`src/rtl/wb_deserializer.sv`:
```
// ---------------------------------------------------------------------------
// wb_deserializer
//
// Receives the serial data/ena stream from the companion serializer and
// rebuilds FRAME_BITS-wide frames (three 9-bit symbols, MSB first). Completed
// frames are queued in a small FIFO that software drains over a Wishbone
// slave register interface.
//
// Ports
//   CLK_I    clock, rising edge
//   RST_NI   asynchronous active-low reset
//   data_i   serial data bit, sampled when ena_i = 1
//   ena_i    bit-valid strobe, high for the whole frame
//   CYC_I    Wishbone cycle
//   STB_I    Wishbone strobe
//   WE_I     Wishbone write enable
//   ADR_I    address, only ADR_I[1:0] is decoded
//   DAT_I    write data
//   ACK_O    acknowledge (registered, one cycle)
//   ERR_O    error response instead of ACK_O (registered, one cycle)
//   DAT_O    read data, nonzero only while ACK_O = 1
//   frame_o  one-cycle pulse per completed frame (also for dropped frames)
//
// Register map (ADR_I[1:0])
//   0 RXDATA  read : {zero pad, head frame}, pops on the ACK edge; empty -> ERR
//   1 STATUS  read : {24'b0, level[3:0], FULL, EMPTY, OVF_ERR, FRM_ERR}
//   2 CTRL    write: bit0 clear FRM_ERR, bit1 clear OVF_ERR, bit2 flush FIFO
//                    read returns 0
//   3         any access -> ERR
//   Writes to 0 or 1 -> ERR
// ---------------------------------------------------------------------------
module wb_deserializer #(
    parameter int FRAME_BITS = 27,
    parameter int FIFO_DEPTH = 4
) (
    input  logic        CLK_I,
    input  logic        RST_NI,
    input  logic        data_i,
    input  logic        ena_i,
    input  logic        CYC_I,
    input  logic        STB_I,
    input  logic        WE_I,
    input  logic [31:0] ADR_I,
    input  logic [31:0] DAT_I,
    output logic        ACK_O,
    output logic        ERR_O,
    output logic [31:0] DAT_O,
    output logic        frame_o
);

    localparam int CW = $clog2(FRAME_BITS);
    localparam int AW = $clog2(FIFO_DEPTH);
    localparam int LW = AW + 1;

    // ------------------------------------------------------------------
    // Receiver: shift register plus bit counter
    // ------------------------------------------------------------------
    logic [FRAME_BITS-1:0] r_shift;
    logic [CW-1:0]         r_cnt;
    logic                  r_frame;

    logic                  w_last;
    logic                  w_frm_set;
    logic [FRAME_BITS-1:0] w_frame_data;

    assign w_last       = ena_i && (r_cnt == CW'(FRAME_BITS - 1));
    // Frame value including the bit being sampled this cycle.
    assign w_frame_data = {r_shift[FRAME_BITS-2:0], data_i};
    // Strobe dropped in the middle of a frame.
    assign w_frm_set    = !ena_i && (r_cnt != '0);

    always_ff @(posedge CLK_I or negedge RST_NI) begin
        if (!RST_NI) begin
            r_shift <= '0;
            r_cnt   <= '0;
            r_frame <= 1'b0;
        end else begin
            r_frame <= w_last;
            if (ena_i) begin
                r_shift <= w_frame_data;
                r_cnt   <= w_last ? '0 : r_cnt + 1'b1;
            end else begin
                // Partial frame bits left in r_shift are harmless: a new
                // frame overwrites every bit before it completes.
                r_cnt <= '0;
            end
        end
    end

    assign frame_o = r_frame;

    // ------------------------------------------------------------------
    // Frame FIFO
    // ------------------------------------------------------------------
    logic [FRAME_BITS-1:0] r_mem [FIFO_DEPTH];
    logic [AW-1:0]         r_wr_ptr;
    logic [AW-1:0]         r_rd_ptr;
    logic [LW-1:0]         r_level;

    logic                  w_full;
    logic                  w_empty;
    logic                  w_push;
    logic                  w_pop;
    logic                  w_flush;
    logic                  w_ovf_set;
    logic [AW-1:0]         w_waddr;
    logic [31:0]           w_level32;

    assign w_full    = (r_level == LW'(FIFO_DEPTH));
    assign w_empty   = (r_level == '0);
    // A same-cycle pop or flush frees space, so the new frame is kept.
    assign w_push    = w_last && (!w_full || w_pop || w_flush);
    assign w_ovf_set = w_last && !w_push;
    // A flush restarts the FIFO at slot 0, so a coincident frame lands there.
    assign w_waddr   = w_flush ? '0 : r_wr_ptr;
    assign w_level32 = 32'(r_level);

    always_ff @(posedge CLK_I) begin
        if (w_push) begin
            r_mem[w_waddr] <= w_frame_data;
        end
    end

    always_ff @(posedge CLK_I or negedge RST_NI) begin
        if (!RST_NI) begin
            r_wr_ptr <= '0;
            r_rd_ptr <= '0;
            r_level  <= '0;
        end else if (w_flush) begin
            r_rd_ptr <= '0;
            r_wr_ptr <= w_push ? AW'(1) : '0;
            r_level  <= w_push ? LW'(1) : '0;
        end else begin
            if (w_push) begin
                r_wr_ptr <= r_wr_ptr + 1'b1;
            end
            if (w_pop) begin
                r_rd_ptr <= r_rd_ptr + 1'b1;
            end
            r_level <= r_level + LW'(w_push) - LW'(w_pop);
        end
    end

    // ------------------------------------------------------------------
    // Sticky error flags; a set in the same cycle as a clear wins.
    // ------------------------------------------------------------------
    logic r_frm_err;
    logic r_ovf_err;
    logic w_clr_frm;
    logic w_clr_ovf;

    always_ff @(posedge CLK_I or negedge RST_NI) begin
        if (!RST_NI) begin
            r_frm_err <= 1'b0;
            r_ovf_err <= 1'b0;
        end else begin
            if (w_frm_set) begin
                r_frm_err <= 1'b1;
            end else if (w_clr_frm) begin
                r_frm_err <= 1'b0;
            end
            if (w_ovf_set) begin
                r_ovf_err <= 1'b1;
            end else if (w_clr_ovf) begin
                r_ovf_err <= 1'b0;
            end
        end
    end

    // ------------------------------------------------------------------
    // Wishbone slave
    //
    // Handshake: a request is CYC_I & STB_I sampled high while no response
    // is being presented. Exactly one of ACK_O/ERR_O answers it in the next
    // cycle, for one cycle only; DAT_O is valid only with ACK_O and is zero
    // otherwise. Register side effects (pop, CTRL) happen on that same edge.
    // Because the request term is masked by the response, a master holding
    // STB_I high is answered every other cycle.
    // ------------------------------------------------------------------
    logic        r_ack;
    logic        r_err;
    logic [31:0] r_dat;

    logic        w_req;
    logic [1:0]  w_adr;
    logic        w_ack_d;
    logic        w_err_d;
    logic [31:0] w_dat_d;
    logic [31:0] w_status;

    assign w_req    = CYC_I & STB_I & ~r_ack & ~r_err;
    assign w_adr    = ADR_I[1:0];
    assign w_status = {24'b0, w_level32[3:0], w_full, w_empty, r_ovf_err, r_frm_err};

    always_comb begin
        w_ack_d   = 1'b0;
        w_err_d   = 1'b0;
        w_dat_d   = '0;
        w_pop     = 1'b0;
        w_clr_frm = 1'b0;
        w_clr_ovf = 1'b0;
        w_flush   = 1'b0;
        if (w_req) begin
            case (w_adr)
                2'd0: begin
                    if (WE_I || w_empty) begin
                        w_err_d = 1'b1;
                    end else begin
                        w_ack_d = 1'b1;
                        w_dat_d = 32'(r_mem[r_rd_ptr]);
                        w_pop   = 1'b1;
                    end
                end
                2'd1: begin
                    if (WE_I) begin
                        w_err_d = 1'b1;
                    end else begin
                        w_ack_d = 1'b1;
                        w_dat_d = w_status;
                    end
                end
                2'd2: begin
                    w_ack_d = 1'b1;
                    if (WE_I) begin
                        w_clr_frm = DAT_I[0];
                        w_clr_ovf = DAT_I[1];
                        w_flush   = DAT_I[2];
                    end
                end
                default: begin
                    w_err_d = 1'b1;
                end
            endcase
        end
    end

    always_ff @(posedge CLK_I or negedge RST_NI) begin
        if (!RST_NI) begin
            r_ack <= 1'b0;
            r_err <= 1'b0;
            r_dat <= '0;
        end else begin
            r_ack <= w_ack_d;
            r_err <= w_err_d;
            r_dat <= w_dat_d;
        end
    end

    assign ACK_O = r_ack;
    assign ERR_O = r_err;
    assign DAT_O = r_dat;

    // Address and data bits outside the decoded fields are ignored.
    logic w_unused_bits;
    assign w_unused_bits = ^{ADR_I[31:2], DAT_I[31:3]};

endmodule
```
`config.mk`:
```
export PLATFORM = sky130hd
export DESIGN_NAME = wb_deserializer
export DESIGN_NICKNAME = d
export VERILOG_FILES = /design/src/rtl/wb_deserializer.sv
export SDC_FILE = /design/constraint.sdc
export NUM_CORES = 1
export LEC_CHECK = 0
export ABC_AREA = 1
export BUFFER_PORTS_ARGS = -buffer_cell sky130_fd_sc_hd__buf_2
export CORE_UTILIZATION = 56
export CTS_BUF_LIST = sky130_fd_sc_hd__clkbuf_16
export DETAILED_ROUTE_END_ITERATION = 8
export PLACE_DENSITY_LB_ADDON = 0.12
export SLEW_MARGIN = 20
export SYNTH_ARGS = -nofsm -noshare
export SYNTH_HDL_FRONTEND = slang
export SYNTH_SLANG_ARGS = --single-unit
```
`constraint.sdc`:
```
create_clock -name CLK_I -period 3.3 [get_ports CLK_I]
set_input_delay 0.66 -clock CLK_I [delete_from_list [all_inputs] [get_ports CLK_I]]
set_output_delay 0.66 -clock CLK_I [all_outputs]
set_load 0.02 [all_outputs]
```
* Word level (Yosys, flattened, before mapping)
Memory sizes are Yosys's and may differ from the RTL's.
Cells that the tools add are included.
W data, S select, Z words.
** Storage, ports and cells
- Output and inout bits :: 35
- Input bits :: 71
- Bits in registers :: 75
- Word-level logic and storage cells :: 82
- Memories kept :: 1
- Memory bits (writable) :: 108
** Memories
- r_mem :: words 4, bits a word 27, read ports 1, clocked after Yosys merged registers in 0, write ports 1, line 95 : logic [FRAME_BITS-1:0] r_mem [FIFO_DEPTH];
** Cells by class
- Eq/ne operators :: 4
- Reduce and logical (&&, ||, !) cells :: 17
- Bitwise operators :: 5
- Muxes and demuxes :: 39
- Add/subtract/negate cells :: 5
** Operators by type and width (number)
- $mux W27 :: 2
- $pmux W27 S2 :: 1
- $mux W1 :: 25
- $mux W2 :: 5
- $mux W5 :: 2
- $reduce_bool A2 Y1 :: 4
- $mux W7 :: 1
- $pmux W1 S3 :: 2
- $add A5 B1 Y5 const B :: 1
- $eq A5 B5 Y1 const B :: 1
- $reduce_bool A5 Y1 :: 1
- $add A2 B1 Y2 const B :: 2
- $logic_and A1 B1 Y1 :: 4
- $add A3 B1 Y3 :: 1
- $and A1 B1 Y1 :: 3
- $eq A3 B3 Y1 const B :: 1
- $logic_not A1 Y1 :: 3
- $logic_not A3 Y1 :: 1
- $logic_or A1 B1 Y1 :: 3
- $mux W3 :: 1
- $sub A3 B1 Y3 :: 1
- $eq A2 B1 Y1 const B :: 1
- $eq A2 B2 Y1 const B :: 1
- $logic_not A2 Y1 :: 1
- $not A1 Y1 :: 2

* Depth between registers and ports, before layout
Gate-level depths: netlist of the first run.
- Depth after elaboration :: 11
- Gate-level depth with buffers :: 13
- Mapped depth without buffers :: 13

* Worst setup path after synthesis of the first run
Ideal clock, no wire load.
- Path type :: in2reg
- From :: in CYC_I
- To :: mem r_mem[0][0], enable pin
- Data arrival time :: 2.425 ns
- Path buffers :: 1
- Library setup time :: 0.411 ns
- Required time :: 2.889 ns
- Setup slack :: 0.464 ns
- Stages :: 7
- Path through :: nand2_2 nor2_8 nand2_2 buf_6 nand2_2 nand2_1 nor2_1
** Between the ends
- Word-level cells in the longest chain between the ends :: 9
- Elaborated cells on any way between the ends :: 11
- Those cells by class :: mux: 5; bitwise: 3; reduce/logical: 3
** Ends and longest elaborated chain
- start, declared :: line 40 : input logic CYC_I,
- $and A1 B1 Y1 * (3 in series) :: line 191 : assign w_req = CYC_I & STB_I & ~r_ack & ~r_err;
- $mux W1 :: line 203 : if (w_req) begin
- $logic_or A1 B1 Y1 (2 in series) :: line 112 : assign w_push = w_last && (!w_full || w_pop || w_flush);
- $logic_and A1 B1 Y1 :: line 112
- $mux W1 :: line 119 : if (w_push) begin
- $mux W1 (implied by the code) :: line 120 : r_mem[w_waddr] <= w_frame_data;
- end, declared :: line 95
Every way passes the cells marked *; elsewhere a longest branch is shown, timed or not.

* Worst setup path after layout of the first run
- From :: reg r_err (netlist: ERR_O)
- To :: reg r_level[2]
** Between the ends
- Word-level cells in the longest chain between the ends :: 9
- Elaborated cells on any way between the ends :: 10
- Those cells by class :: add/sub: 2; mux: 3; bitwise: 2; reduce/logical: 3
** Ends and longest elaborated chain
- start, declared :: line 181 : logic r_err;
- start signal, assigned :: line 244 : r_err <= w_err_d;
- $not A1 Y1 * :: line 191
- $and A1 B1 Y1 * :: line 191
- $mux W1 :: line 203
- $logic_or A1 B1 Y1 (2 in series) :: line 112
- $logic_and A1 B1 Y1 :: line 112
- $add A3 B1 Y3 :: line 140 : r_level <= r_level + LW'(w_push) - LW'(w_pop);
- $sub A3 B1 Y3 :: line 140
- $mux W3 * :: line 129 : end else if (w_flush) begin
- end signal, assigned :: line 132 : r_level <= w_push ? LW'(1) : '0;
- end signal, assigned :: line 140
- end, declared :: line 98 : logic [LW-1:0] r_level;
Marked as above.
A chain may end at the register's enable or synchronous reset.

==> metrics.md, run 1 <==
| Metric | Value |
|---|---|
| TritonCTS clock tree | yes |
| N_diodes | 0 |
| Hold Path Class | input port to asynchronous set/reset pin |
| Unique masters post-synth | 33 |
| CP Capture Type | flop |
| Clk sinks | 178 |
| Register area share after synthesis | 71.4% |
| Clk buf depth | 2 |
| Layout cell share with drive strength beyond 1 | 16.0% |
| WP data required | 3.60 ns |
| Core Region | 0.0121 mm2 |
| Rows | 40 |
| Final Cycle Share | 74.9% |
| Drt wl/cell | 16.2 um |
| Setup CP Type | flop to flop |
| Final hold vios | 0 |
| Worst Max-Slew Pin Slew | 0.927 ns |
| Placed cells | 764 |
| Die area | 0.0129 mm2 |
| Run status | complete, no violations |
| Worst reg2reg path startpoint | ERR_O$_DFF_PN0_ |
| Leakage | 3.23 nW |
| Post-Synthesis Cells | 574 |
| Largest net degree at the start of global routing | 71 |
| Via count | 4,155 |
| Synthesis warning total | 0 |
| Yosys top cell by area | edfxtp_1 |
| Clock latency on the worst-skew pair | 0.42 ns |
| # port buffers | 41 |
| Root Buffer | clkbuf_16 |
| I/O pin total | 106 |
| Clock Skews | 0.00751 ns |
| Vias in the first global route | 3,933 |
| Antenna violations before repair | 0 |
| Fmax | 404 MHz |
| Total wire length | 12.9 mm |
| PwrDens | 688 mW/mm2 |
| Fin util | 64.7% |
| Die Wd | 114 um |
| Minimum clock period | 2.47 ns |
| RSZ-0062 raised after global routing | no |
| Min Hold Slack | 0.371 ns |
| Total congestion overflow | 0 |
| Slew Limit Fails | 0 |
| Worst setup startpoint | ERR_O$_DFF_PN0_ |
| Setup TNS | 0 ns |
| Final setup viols | 0 |
| Avg Inst Size Synth | 12.2 um2 |
| Post CTS Setup Buffer Count | 0 |
| Remaining DRCs | 0 |
| Post-synth top area share | 46.4% |
| PostCTS Resize Cnt | 0 |
| Critical Path Start Type | flop |
| Gpl congestion | 0.773 |
| Area Growth Syn to Fin | 12.1% |
| Initial Util | 57.7% |
| Peak VDD IR | 0.411 mV |
| # Max-Cap Violations | 0 |
| Post-Layout Inst Area | 0.00784 mm2 |
| Synth Register Bits | 178 |
| Pre-antenna DRT Iters | 4 |
| Final HPWL DP | 6.81 mm |
| Reg clk slew, reported paths | 0.06 ns |
| Non-filler cells, final | 794 |
| CTS buffer count | 17 |
| Global-route wire length before repair | 20.8 mm |
| Routed Antenna Nets | 0 |
| H-tree depth | 4 |
| Final nets | 692 |
| GRT Util Overall | 22.0% |
| Hold bufs inserted after CTS | 0 |
| Chip Height | 114 um |
| CP arrival | 2.77 ns |
| Crit-path max FO | 12 |
| Starting DRT DRC Count | 233 |
| Vias per inst | 5.23 |
| Worst relative slew slack | 38.2% |
| Ranking of synthesized cells by area | edfxtp_1 (46%), dfrtp_1 (25%), nor2_1 (6.5%) |
| Placed cell areas | 0.00728 mm2 |
| Synthesized cell area | 0.00699 mm2 |
state kept, by name, summed over array words and instances, names as in the netlist:
register   cells
r_shift       26
r_cnt          5
r_rd_ptr       2
ERR_O          1
DAT_O         27
r_wr_ptr       2
r_mem        108
r_frm_err      1
frame_o        1
ACK_O          1
r_level        3
r_ovf_err      1
cells in the mapped netlist:
cell and count:
a21oi_1 24, a22oi_1 6, buf_2 5, buf_4 11
buf_6 8, clkbuf_1 7, clkinv_1 1, conb_1 1
dfrtp_1 70, edfxtp_1 108, fa_1 1, ha_1 5
inv_1 28, inv_2 5, nand2_1 51, nand2_2 5
nand2_4 1, nand3_1 8, nand3_2 3, nand3_4 2
nand4_1 1, nor2_1 121, nor2_2 4, nor2_8 1
nor3_1 1, nor3_2 3, nor3_4 2, nor4_2 1
o21ai_0 73, o21ai_1 11, o22ai_1 1, xnor2_1 1
xor2_1 4
logic make-up (layout without fill, tap and decap cells):
| family | Yosys count | after routing | synth area share, % |
|---|---|---|---|
| and+or+nand+nor | 204 | 204 | 13.2 |
| adders and majority gates | 6 | 6 | 1.18 |
| AOI/OAI and AO/OA | 115 | 115 | 8.46 |
| DFF | 178 | 178 | 71.4 |
| other | 1 | 5 | 0.0536 |
| xor gates and xnor gates | 5 | 5 | 0.626 |
| buffers and inverters | 65 | 113 | 5.03 |
placed cells by master, fill, tap and decap left out, drive strengths merged, types with 3 or more instances in the layout:
cell type / count
nor2: 126
edfxtp: 108
o21ai: 84
dfrtp: 70
nand2: 57
buf: 49
inv: 36
a21oi: 24
clkbuf: 17
nand3: 13
clkinv: 8
a22oi: 6
nor3: 6
ha: 5
conb: 5
xor2: 4
bufinv: 3
stage by stage:
step                      worst slack [ns]  power (mW)
final                                0.827        5.39
after global routing                 0.647        5.67
after CTS                            0.805        5.44
after detailed placement             0.460        3.56
after global placement               0.574        3.52
after floorplan                      0.464        3.38
metal layers:
metal  vias to the layer above  track usage, %  part of all wire [%]
li1                       2020               -                     -
met1                      2038            29.1                    43
met2                        80            36.3                    50
met3                        17            4.73                   4.7
met4                         0            7.98                   1.5
met5                         -               0                     0
where the power goes:
group          internal [mW]  total [mW]  switching [mW]
combinational          0.266       0.887           0.621
clock                   1.16        1.89           0.738
sequential              2.50        2.61           0.111
total                   3.92        5.39            1.47
layout make-up:
| cell class | count | area, um2 |
|---|---|---|
| tap | 168 | 210 |
| timing repair buffer | 49 | 268 |
| multi-input combinational | 335 | 1680 |
| inverter | 34 | 128 |
| clock inverter | 13 | 131 |
| fill | 936 | 4270 |
| clock buffer | 17 | 425 |
| sequential | 178 | 4990 |
critical path, cell delays in order, from the launching register on:
cell and delay (ns):
dfrtp_1 0.37, inv_1 0.06, nand2_2 0.08, nor2_8 0.13, nand2_2 0.20, nand3_4 0.18, nand2_4 0.12, ha_1 0.30
inv_1 0.06, ha_1 0.12, inv_1 0.05, fa_1 0.38, o21ai_0 0.22, a21oi_1 0.06
final timing paths:
check	endpoint	slack, ns	cells past startpoint
max in group asynchronous	DAT_O[25]$_DFF_PN0_	2.32	1
setup / recovery	r_level[2]$_DFF_PN0_	0.83	13
hold / removal	DAT_O[9]$_DFF_PN0_	0.37	1
hold reg to reg	r_cnt[0]$_DFF_PN0_	0.48	1
setup reg to reg	r_level[2]$_DFF_PN0_	0.83	13
min in group CLK_I	r_cnt[0]$_DFF_PN0_	0.48	1
No activity file was read; power rests on OpenSTA's default activity.
==> run 2, diff against run 1 <==
- ABC_AREA: 1 -> 0
- CORE_UTILIZATION: 56 -> 51
- clock period: 3.3 -> 2.1 ns (I/O delays scaled with it)
==> run 2 against run 1 <==
The flow now finishes with violations (setup timing). Global-route usage down 2.8 points. Synthesized area decreased by 2.0%. Final cell count fell by 16%. Sequential share of layout area fell by 5.3 points. Combinational power is 63% higher. Power up 66%. Hold slack worse by 0.14 ns. Die area up 7.5%. Largest power group unchanged. Routed wire length decreased by 3.2%. Synthesized cell count fell by 36%. Register-to-register slack worse by 1.1 ns. Via count down 15%.
==> metrics.md, run 2 <==
| Metric | Value |
|---|---|
| Rows | 41 |
| Remaining DRCs | 0 |
| Reg clk slew, reported paths | 0.06 ns |
| Slew Limit Fails | 0 |
| Unique masters post-synth | 46 |
| I/O pin total | 106 |
| Most frequent cells in the layout | edfxtp_1 (108), dfrtp_1 (67), buf_4 (46), buf_2 (40), mux4_2 (27) |
| CTS buffer count | 17 |
| Die Wd | 118 um |
| Prevailing post-synth register cell | edfxtp_1 |
| Final hold vios | 0 |
| Peak VDD IR | 0.553 mV |
| Synthesized cell area | 0.00686 mm2 |
| GRT Util Overall | 19.2% |
| Final Power | 8.98 mW |
| Chip Height | 118 um |
| Final Cycle Share | 115% |
| Final nets | 557 |
| CP Capture Type | flop |
| N_diodes | 0 |
| Avg Inst Size Synth | 18.6 um2 |
| Max FFs per register | 108 |
| Worst slack at placement | -0.371 ns |
| Gpl congestion | 0.791 |
| Area Growth Syn to Fin | 24.9% |
| H-tree depth | 4 |
| Clk sinks | 178 |
| Core Region | 0.0129 mm2 |
| Yosys top cell by area | edfxtp_1 |
| Synthesis warning total | 0 |
| Clock latency on the worst-skew pair | 0.42 ns |
| Starting DRT DRC Count | 215 |
| TritonCTS clock tree | yes |
| Hold_sp | data_i |
| Sequential power share | 51.1% |
| RSZ-0062 raised after global routing | yes |
| Most frequent cell after synthesis | edfxtp_1 |
| Hold path depth | 1 |
| Initial Util | 53.3% |
| Drt wl/cell | 18.7 um |
| Synth Register Bits | 178 |
| Global-route wire length before repair | 19.5 mm |
| Top cells by count, synth | edfxtp_1 (108), dfrtp_1 (70), mux4_2 (27) |
| Setup CP Type | flop to flop |
| Clk buf depth | 2 |
| Vias per inst | 5.30 |
| Worst setup startpoint | r_cnt[0]$_DFF_PN0_ |
| Die area | 0.0139 mm2 |
| PwrDens | 1050 mW/mm2 |
| Logic pwr share | 16.1% |
| Root Buffer | clkbuf_16 |
| Post-Synthesis Cells | 368 |
| Ranking of synthesized cells by area | edfxtp_1 (47%), dfrtp_1 (26%), mux4_2 (8.9%) |
| CP arrival | 2.72 ns |
| Minimum clock period | 2.41 ns |
| Post-synth EDFFs | 108 |
| Clock Skews | 0.00565 ns |
| WP data required | 2.41 ns |
| Leakage | 3.38 nW |
| Crit-path max FO | 2 |
| Total congestion overflow | 0 |
| Via count | 3,524 |
| Biggest register | r_mem |
| Largest net degree at the start of global routing | 31 |
| Post-synth top area share | 47.3% |
| # Max-Cap Violations | 0 |
| Clock share of power | 32.8% |
| Most common cell after layout, fill and taps aside | edfxtp_1 |
| # port buffers | 41 |
| Total wire length | 12.5 mm |
| Switch Pwr | 2.17 mW |
| Routed Antenna Nets | 0 |
| Net Sw Frac | 24.2% |
| Setup WS post-layout | -0.309 ns |
| Failing checks | setup timing |
| Critical Path Start Type | flop |
| Fmax | 415 MHz |
| Post-Layout Inst Area | 0.00856 mm2 |
| Hold Path Class | input port to flop |
| Register area share after synthesis | 72.8% |
| Layout cell share with drive strength beyond 1 | 44.2% |
| Fin util | 66.5% |
| Worst reg2reg path startpoint | r_cnt[0]$_DFF_PN0_ |
| Pre-antenna DRT Iters | 7 |
| FFs w/ async S/R, synth | 39.3% |
| Vias in the first global route | 3,611 |
| FF-to-FF path depth | 13 |
| Int Pwr | 6.81 mW |
| Antenna violations before repair | 0 |
| Placed cell areas | 0.00762 mm2 |
| Final HPWL DP | 6.91 mm |
| Final setup viols | 34 |
| Run status | finished, violations left |
[run 2: worst max-delay path: stages, from the launching register on]
cell      delay [ns]
dfrtp_1         0.38
inv_2           0.06
ha_2            0.15
nand4b_1        0.17
a211oi_2        0.29
nand2_2         0.12
ha_4            0.23
inv_2           0.06
ha_4            0.12
inv_2           0.03
fa_2            0.34
xor2_2          0.15
xnor2_1         0.14
nor2_1          0.05
[run 2: final cells by class]
type / instances / area [um2]
sequential: 178 / 5000
clock buffer: 17 / 425
timing repair buffer: 108 / 961
clock inverter: 15 / 124
fill: 887 / 4310
tap: 172 / 215
inverter: 9 / 33.8
multi-input combinational: 166 / 1810
[run 2: kinds of logic after synthesis]
kind of cell	Yosys count	synth area share, %
XOR/XNOR	8	1.02
multiplexers	54	13.3
AO/OA/AOI/OAI	14	1.53
AND/OR/NAND/NOR	79	7.61
buffers and inverters	28	2.45
flip-flops	178	72.8
adder cells (fa/ha/maj)	6	1.20
other	1	0.0547
[run 2: stage by stage]
stage	hold slack, ns	TNS, ns	instances
finish	0.231	-3.71	665
CTS	0.211	-4.14	658
global route	0.224	-11.13	665
global placement	0.388	-1.70	609
detailed placement	0.389	-1.21	609
floorplan	0.124	-15.04	372
[run 2: routing by layer]
| layer | track usage [%] | vias up | routed length [um] |
|---|---|---|---|
| met5 | 0 | - | 0 |
| met4 | 9.54 | 0 | 255 |
| met3 | 3.73 | 22 | 455 |
| met2 | 30.9 | 85 | 6180 |
| met1 | 25.2 | 1815 | 5570 |
| li1 | - | 1602 | - |
[run 2: timing repair]
item,CTS,global route
setup buffers,14,7
pin swaps,3,2
resized for setup,12,10
endpoints found under the setup margin,50,110
hold endpoints to repair,26,0
hold buffers,1,0
gates cloned,4,5
[run 2: power by group through the flow]
stage / Sequential [mW] / Clock, mW / Combinational [mW]
after global placement: 4.62 / 0 / 1.42
final: 4.59 / 2.94 / 1.45
after floorplan: 4.56 / 0 / 1.06
after detailed placement: 4.66 / 0 / 1.44
after global routing: 4.65 / 3.13 / 1.58
after CTS: 4.59 / 3.00 / 1.47
[run 2: path summary, 6_finish.rpt]
kind | to | slack (ns)
max in group asynchronous | DAT_O[4]$_DFF_PN0_ | 1.07
min reg2reg | r_frm_err$_DFFE_PN0P_ | 0.51
min | r_mem[1][0]$_DFFE_PP_ | 0.23
max | r_level[2]$_DFF_PN0_ | -0.31
max reg2reg | r_level[2]$_DFF_PN0_ | -0.31
min in group asynchronous | DAT_O[23]$_DFF_PN0_ | 0.48
==> run 3, diff against run 2 <==
- RECOVER_POWER: not set -> 25
==> run 3 against run 2 <==
The run still ends with setup timing left. Combinational power about the same. Sequential share of layout area barely moved. Sequential power hardly changed. Global-route usage did not move. Hold slack better by 0.062 ns. Clock-buffer cell count did not move. Setup slack is essentially flat. Critical endpoint unchanged. Largest cell class unchanged.
==> metrics.md, run 3 (same netlist as run 2, synthesis figures left out) <==
| Metric | Value |
|---|---|
| Post-Layout Inst Area | 0.00856 mm2 |
| Gpl congestion | 0.791 |
| Vias in the first global route | 3,611 |
| Rows | 41 |
| Setup TNS | -3.72 ns |
| Most frequent cells in the layout | edfxtp_1 (108), dfrtp_1 (67), buf_4 (46), buf_2 (39), mux4_2 (27) |
| Final nets | 557 |
| CP max stage cell | dfrtp_1 |
| Placed cell areas | 0.00762 mm2 |
| Initial Util | 53.3% |
| Switch Pwr | 2.17 mW |
| PwrDens | 1050 mW/mm2 |
| Global-route wire length before repair | 19.5 mm |
| Vias per inst | 5.30 |
| Remaining DRCs | 0 |
| Max FFs per register | 108 |
| Reg-to-reg slack, setup | -0.31 ns |
| Core Region | 0.0129 mm2 |
| Final HPWL DP | 6.91 mm |
| Minimum clock period | 2.41 ns |
| Net Sw Frac | 24.2% |
| Worst slack at placement | -0.371 ns |
| Chip Height | 118 um |
| Slew Limit Fails | 0 |
| # Max-Cap Violations | 0 |
| Peak VDD IR | 0.553 mV |
| Final setup viols | 34 |
| Largest net degree at the start of global routing | 31 |
| Sequential power share | 51.1% |
| GRT Util Overall | 19.2% |
| Routed Antenna Nets | 0 |
| Failing checks | setup timing |
| H-tree depth | 4 |
| Fillers | 887 |
| Die area | 0.0139 mm2 |
| Clk sinks | 178 |
| Leakage | 3.37 nW |
| Pre-antenna DRT Iters | 6 |
| Non-filler cells, final | 665 |
| Clock Skews | 0.00545 ns |
| CP arrival | 2.72 ns |
| Min Hold Slack | 0.293 ns |
| Total wire length | 12.5 mm |
| Fmax | 415 MHz |
| RSZ-0062 raised after global routing | yes |
| Most common cell after layout, fill and taps aside | edfxtp_1 |
| TritonCTS clock tree | yes |
| Starting DRT DRC Count | 215 |
| Worst path cell trace | inv_2 -> ha_2 -> nand4b_1 -> a211oi_2 -> nand2_2 -> ha_4 -> inv_2 -> ha_4 -> inv_2 -> fa_2 -> xor2_2 -> xnor2_1 -> nor2_1 |
| Root Buffer | clkbuf_16 |
| Area Growth Syn to Fin | 24.9% |
| Final Power | 8.98 mW |
| Setup CP Type | flop to flop |
| Biggest register | r_mem |
| Layout cell share with drive strength beyond 1 | 44.0% |
| Via count | 3,523 |
| Run status | finished, violations left |
| Setup WS post-layout | -0.310 ns |
| Clock latency on the worst-skew pair | 0.42 ns |
| Drt wl/cell | 18.7 um |
| Int Pwr | 6.81 mW |
| Final hold vios | 0 |
| WP buf/inv | 3 |
| Logic pwr share | 16.1% |
| Slowest cell delay on critical path | 0.38 ns |
| CTS buffer count | 17 |
| Crit-path max FO | 2 |
| Clk buf depth | 2 |
| Final Cycle Share | 115% |
| Placed cells | 609 |
| N_diodes | 0 |
| Crit-path most repeated cell | inv_2 |
| Crit path max-delay family | adder cells |
| # port buffers | 41 |
| Reg clk slew, reported paths | 0.06 ns |
| I/O pin total | 106 |
| Clock share of power | 32.8% |
| Antenna violations before repair | 0 |
| Critical Path Start Type | flop |
| Total congestion overflow | 0 |
| Die Wd | 118 um |
| Fin util | 66.5% |
| WP data required | 2.41 ns |
| CP Capture Type | flop |
| Hold Path Class | input port to flop |
[run 3: cell count changes in the layout (fill, tap and decap cells not counted), sizes merged]
| cell | before | now |
|---|---|---|
| buf | 103 | 102 |
| clkbuf | 20 | 21 |
[run 3: power by group through the flow]
stage               logic, mW  registers, mW  clock network [mW]
floorplan                1.06           4.56                   0
global placement         1.42           4.62                   0
detailed placement       1.44           4.66                   0
CTS                      1.47           4.59                3.00
global route             1.58           4.65                3.13
finish                   1.45           4.59                2.94
[run 3: final timing paths]
check / from / endpoint / cells past startpoint
worst max-delay path: r_cnt[0]$_DFF_PN0_ / r_level[2]$_DFF_PN0_ / 13
worst min-delay path: DAT_I[0] / r_frm_err$_DFFE_PN0P_ / 3
worst max register to register: r_cnt[0]$_DFF_PN0_ / r_level[2]$_DFF_PN0_ / 13
worst min register to register: r_frm_err$_DFFE_PN0P_ / r_frm_err$_DFFE_PN0P_ / 1
max in group asynchronous: RST_NI / DAT_O[4]$_DFF_PN0_ / 3
min in group asynchronous: RST_NI / DAT_O[23]$_DFF_PN0_ / 2
[run 3: layout make-up]
class / count / area [um2] / share of cell area [%]
Clock buffer: 17 / 425 / 4.97
Clock inverter: 15 / 124 / 1.45
Inverter: 9 / 33.8 / 0.395
Multi-Input combinational cell: 166 / 1810 / 21.1
Sequential cell: 178 / 5000 / 58.4
Tap cell: 172 / 215 / 2.51
Timing Repair Buffer: 108 / 960 / 11.2
[run 3: routing by layer]
layer  track usage, %  wire, um  up-vias
li1                 -         -     1602
met1             25.2      5590     1816
met4             9.54       255        0
met2             30.9      6180       83
met3             3.73       433       22
met5                0         0        -
[run 3: tightest hold or removal path: cells and delay by family]
kind | cells | cell delay [ns]
buffers and inverters | 1 | 0.07
AOI/OAI and AO/OA | 1 | 0.12
and+or+nand+nor | 1 | 0.05
[run 3: timing repair]
action / 4_1_cts / 5_1_grt
gates resized for setup: 12 / 10
endpoints found under the setup margin: 50 / 110
hold endpoints to repair: 26 / 0
pin swaps: 3 / 2
hold buffers: 1 / 0
setup buffers: 14 / 7
gates cloned: 4 / 5
